$ cat config.mk
export PLATFORM = sky130hd
export DESIGN_NAME = led_chaser_ctrl
export DESIGN_NICKNAME = d
export VERILOG_FILES = /design/src/rtl/led_chaser_ctrl.sv
export SDC_FILE = /design/constraint.sdc
export NUM_CORES = 1
export LEC_CHECK = 0
export CAP_MARGIN = 10
export CELL_PAD_IN_SITES_DETAIL_PLACEMENT = 1
export CELL_PAD_IN_SITES_GLOBAL_PLACEMENT = 1
export CORE_ASPECT_RATIO = 0.75
export CORE_MARGIN = 1
export CORE_UTILIZATION = 25
export CTS_CLUSTER_SIZE = 30
export DETAILED_ROUTE_END_ITERATION = 8
export DONT_BUFFER_PORTS = 1
export PLACE_DENSITY = 0.55
export SLEW_MARGIN = 20
export SYNTH_ARGS = -nofsm -noshare
export SYNTH_HDL_FRONTEND = slang
export SYNTH_SLANG_ARGS = --single-unit
export TNS_END_PERCENT = 50
$ cat constraint.sdc
create_clock -name CLOCK_50 -period 1.55 [get_ports CLOCK_50]
set_input_delay 0.31 -clock CLOCK_50 [delete_from_list [all_inputs] [get_ports CLOCK_50]]
set_output_delay 0.31 -clock CLOCK_50 [all_outputs]
set_load 0.03 [all_outputs]
$ cat src/rtl/led_chaser_ctrl.sv
// Running-light position sequencer for a 4-to-16 LED decoder.
// Auto-advance from a prescaler, or single-step from a debounced push button.
module led_chaser_ctrl #(
  parameter int unsigned TICK_DIV  = 25_000_000,
  parameter int unsigned DB_CYCLES = 1_000_000
) (
  input  logic       CLOCK_50,
  input  logic       reset,
  input  logic       run,
  input  logic [1:0] mode,
  input  logic       step_n,
  output logic [3:0] idx,
  output logic       tick,
  output logic       dir
);

  localparam int PW = (TICK_DIV  > 1) ? $clog2(TICK_DIV)  : 1;
  localparam int DW = (DB_CYCLES > 1) ? $clog2(DB_CYCLES) : 1;
  localparam logic [PW-1:0] PRESC_TC = PW'(TICK_DIV - 1);
  localparam logic [DW-1:0] DB_TC    = DW'(DB_CYCLES - 1);

  typedef enum logic [1:0] {
    M_UP   = 2'b00,
    M_DOWN = 2'b01,
    M_PING = 2'b10,
    M_HOLD = 2'b11
  } mode_e;

  logic [PW-1:0] presc_q, presc_d;
  logic [DW-1:0] dbcnt_q, dbcnt_d;
  logic          sync1_q, sync2_q;
  logic          stable_q, stable_d;
  logic          stab_dly_q;
  logic          press_q, press_d;
  logic [3:0]    idx_q, idx_d;
  logic          dir_q, dir_d;
  logic          tick_q, tick_d;
  logic          adv, ev;
  mode_e         mode_e_w;

  assign mode_e_w = mode_e'(mode);

  always_comb begin
    presc_d = '0;
    adv     = 1'b0;
    if (run) begin
      if (presc_q == PRESC_TC) adv = 1'b1;
      else                     presc_d = presc_q + 1'b1;
    end

    // Any agreeing sample restarts the debounce count.
    stable_d = stable_q;
    dbcnt_d  = '0;
    if (sync2_q != stable_q) begin
      if (dbcnt_q == DB_TC) stable_d = sync2_q;
      else                  dbcnt_d  = dbcnt_q + 1'b1;
    end

    // Press is taken from the registered stable history: falling edge only.
    press_d = stab_dly_q & ~stable_q;

    ev     = run ? adv : press_q;
    idx_d  = idx_q;
    dir_d  = dir_q;
    tick_d = 1'b0;
    if (ev) begin
      unique case (mode_e_w)
        M_UP: begin
          idx_d  = idx_q + 4'd1;
          dir_d  = 1'b0;
          tick_d = 1'b1;
        end
        M_DOWN: begin
          idx_d  = idx_q - 4'd1;
          dir_d  = 1'b1;
          tick_d = 1'b1;
        end
        M_PING: begin
          tick_d = 1'b1;
          if (!dir_q) begin
            if (idx_q == 4'd15) begin idx_d = 4'd14; dir_d = 1'b1; end
            else                      idx_d = idx_q + 4'd1;
          end else begin
            if (idx_q == 4'd0) begin idx_d = 4'd1; dir_d = 1'b0; end
            else                     idx_d = idx_q - 4'd1;
          end
        end
        default: ;
      endcase
    end
  end

  always_ff @(posedge CLOCK_50) begin
    if (reset) begin
      presc_q    <= '0;
      dbcnt_q    <= '0;
      sync1_q    <= 1'b1;
      sync2_q    <= 1'b1;
      stable_q   <= 1'b1;
      stab_dly_q <= 1'b1;
      press_q    <= 1'b0;
      idx_q      <= '0;
      dir_q      <= 1'b0;
      tick_q     <= 1'b0;
    end else begin
      presc_q    <= presc_d;
      dbcnt_q    <= dbcnt_d;
      sync1_q    <= step_n;
      sync2_q    <= sync1_q;
      stable_q   <= stable_d;
      stab_dly_q <= stable_q;
      press_q    <= press_d;
      idx_q      <= idx_d;
      dir_q      <= dir_d;
      tick_q     <= tick_d;
    end
  end

  assign idx  = idx_q;
  assign dir  = dir_q;
  assign tick = tick_q;

endmodule

==> impl_metrics.csv <==
group,metric,value,unit
status,status,"finished, violations left",
status,failed_checks,"negative setup slack",
clock_tree,clkSlewWorstSetupHoldPaths,70,ps
finish,stdcell_area,4070,um2
finish,finalNonFillerCells,534,
critical_path,reg2reg_from,"presc_q[23]$_SDFF_PP0_",
finish,seq_area,1160,um2
yosys,synth_warnings,0,
yosys,synth.top_cell.area_share,0.403,
yosys,synth_seq_cells,56,
min_path,hp-start,"reset",
critical_path,required,1730,ps
place,io_buffers,0,
yosys,yosys_most_used_dff,"dfxtp_1",
sta,finalCriticalPeriod,1640,ps
yosys,muxShareOfSynthArea,0.00719,
critical_path,worst_ep_arrival_time,1830,ps
sta,worst_pin_slew,396,ps
yosys,synthArstFlopShare,0,
yosys,yosysTopAreaCell,"dfxtp_1",
yosys,synth_edf_count,0,
sta,clock.fmax,608,MHz
finish,area_growth,46.2,%
finish,antenna_cells,0,
yosys,netlist_instances,327,
global_routing,overflow,0,
sta,maxSlewHeadroom,0.733,
finish,final_nets,412,
global_routing,grt_pass1_wl,12.3,mm
pwr,power_density,704,nW/um2
run,max_cap_violations,0,
critical_path,critPathCaptureType,"flip-flop",
yosys,synth_most_common_cell,"dfxtp_1",
min_path,hp-class,"in2reg",
pwr,cellLeakagePower,1.48,nW
floorplanning,start_util,0.263,
drt,first_pass_iters,4,
global_routing,track_usage,0.136,
yosys,netlist_area,2790,um2
floorplanning,die_w,124,um
global_routing,antenna_found_initial,0,
critical_path,crit_path_max_fanout,5,
yosys,yosys.area_share.simple,0.288,
clock_tree,clockBufferDepth,2,
drt,drt-total-wl,7.51,mm
floorplanning,die_y,93.4,um
drt,dr_total_vias,2485,
place,hpwl,5.25,mm
critical_path,crit_type,"reg2reg",
drt,drc,0,
finish,fillers,1245,
sta,rsz0062_at_grt,"yes",
yosys,synthXorXnorAreaFrac,0.119,
clock_tree,clock_sinks,56,
sta,fin_hold_ws,73.7,ps
drt,drt-wirelength-per-cell,14.1,um
critical_path,crit_start,"presc_q[23]$_SDFF_PP0_",
yosys,synth_top_family_by_area,"simple AND/OR/NAND/NOR gates",
floorplanning,core-area,10600,um2
clock_tree,cts_root_buf,"clkbuf_16",
finish,final_layout_size_suffix_gt1_frac,0.399,
clock_tree,clock_latency,290,ps
drt,drtAntennaViolNets,0,
clock_tree,ctsHtreeMaxLevel,2,
sta,hold_viol,0,
floorplanning,num_rows,32,
yosys,syn-num-nets,341,
yosys,synth.avg_cell_area,8.52,um2
yosys,yosysSeqAreaShare,0.403,
place,dpl.cell_count,521,
drt,vias_per_cell,4.65,
yosys,yosys-top-cells-count,"dfxtp_1, nor2_1, xnor2_1",
sta,fin_crit_sh,1.06,
global_routing,grt_pass1_vias,2607,
finish,multi_input_area,1860,um2
yosys,synth_compound_area_frac,0.106,
place,gp_congestion,0.766,
sta,finalSetupViolations,28,
global_routing,grt_max_degree,21,
sta,drv_slew,0,
floorplanning,dieArea,11600,um2
yosys,synth.distinct_cells,50,
clock_tree,cts_buffers,5,
yosys,synthAdderAreaFrac,0.0359,
sta,worst_clock_skew,9.62,ps
clock_tree,cts_tree,"done",
yosys,synth_area_leaders,"dfxtp_1, xnor2_1, nor2_1, xor2_1, ha_1",
pwr,irDropWorstVdd,0.000377,V
place,post_dp_cell_area,3610,um2
sta,finalWorstSetupSlack,-93.9,ps
critical_path,start_kind,"flip-flop",
floorplanning,ios,12,
clock_tree,cts_hold_buf,0,
drt,drtIter0Drc,29,
[critical path: stages, from the launching register on]
cell and delay (ps):
dfxtp_2 340, nor4bb_4 310, nand2_1 130, o41ai_4 340
buf_6 190, clkbuf_16 170, nor2_2 40
[cell type report]
class,count,share of cell area
Multi-Input combinational cell,242,0.456
Sequential cell,56,0.284
Timing Repair Buffer,75,0.163
Tap cell,136,0.0418
Clock buffer,6,0.0316
Inverter,18,0.0172
Clock inverter,1,0.00737
[routing by layer]
metal | vias up | GRT usage | routed length, um
met4 | 0 | 0.0241 | 42
met5 | - | 0 | 0
li1 | 1269 | - | -
met3 | 5 | 0.0293 | 154
met1 | 1198 | 0.179 | 3780
met2 | 13 | 0.228 | 3530
[path summary, 6_finish.rpt]
kind | cells past startpoint | slack (ps) | to
setup reg to reg | 6 | -90 | presc_q[22]$_SDFF_PP0_
hold reg to reg | 2 | 410 | press_q$_SDFF_PP0_
hold / removal | 1 | 70 | idx[2]$_SDFFE_PP0P_
setup / recovery | 6 | -90 | presc_q[22]$_SDFF_PP0_
[cells by family (layout without fill, tap and decap cells)]
kind of cell	Yosys count	count (layout)
AO/OA/AOI/OAI	39	39
AND/OR/NAND/NOR	155	155
XOR/XNOR	38	38
adder cells (fa/ha/maj)	8	8
multiplexers	2	2
buffers and inverters	29	100
flip-flops	56	56
[sequential cells by signal, summed over array words and instances, names as in the netlist]
name        flops
idx             4
stable_q        1
stab_dly_q      1
press_q         1
sync1_q         1
presc_q        25
tick            1
sync2_q         1
dir             1
dbcnt_q        20
[cells in the final DEF, fill, tap and decap left out, drive strengths merged, types with 3 or more instances in the layout]
master / synthesis / layout
o21ai: 8 / 8
nand3: 18 / 18
xor2: 13 / 13
inv: 18 / 18
nor4b: 3 / 3
and3: 6 / 6
a21oi: 9 / 9
nand4: 10 / 10
nand2: 20 / 20
and2: 3 / 3
dfxtp: 56 / 56
clkbuf: 8 / 8
nor3: 11 / 11
xnor2: 25 / 25
or2: 4 / 4
nand2b: 5 / 5
nor2: 49 / 49
buf: 3 / 73
ha: 8 / 8
o31ai: 3 / 3
or3: 6 / 6
nor4: 4 / 4
nor2b: 7 / 7
[what timing repair did]
item | CTS | global route
resized for setup | 18 | 40
setup endpoints to repair | 50 | 51
hold endpoints to repair | 0 | 0
setup buffers | 1 | 2
cloned | 0 | 3
pin swaps | 10 | 20
[report_power, final]
group | internal, W | leakage, nW | switching (W)
Clock | 0.000756 | 0.0769 | 0.000524
Combinational | 0.0000704 | 0.941 | 0.0000707
Sequential | 0.00144 | 0.465 | 0.00000481
Total | 0.00227 | 1.48 | 0.000599
[metrics by stage]
step	TNS, ps	power [W]	util	setup slack [ps]
finish	-1660	0.00287	0.385	-93.9
global route	-3970	0.00298	0.385	-172
CTS	-1520	0.00288	0.364	-80.0
detailed placement	-3120	0.00159	0.341	-164
global placement	-3130	0.00159	0.341	-147
floorplan	-755	0.00155	-	-49.4
(Power assumes the default switching activity.)
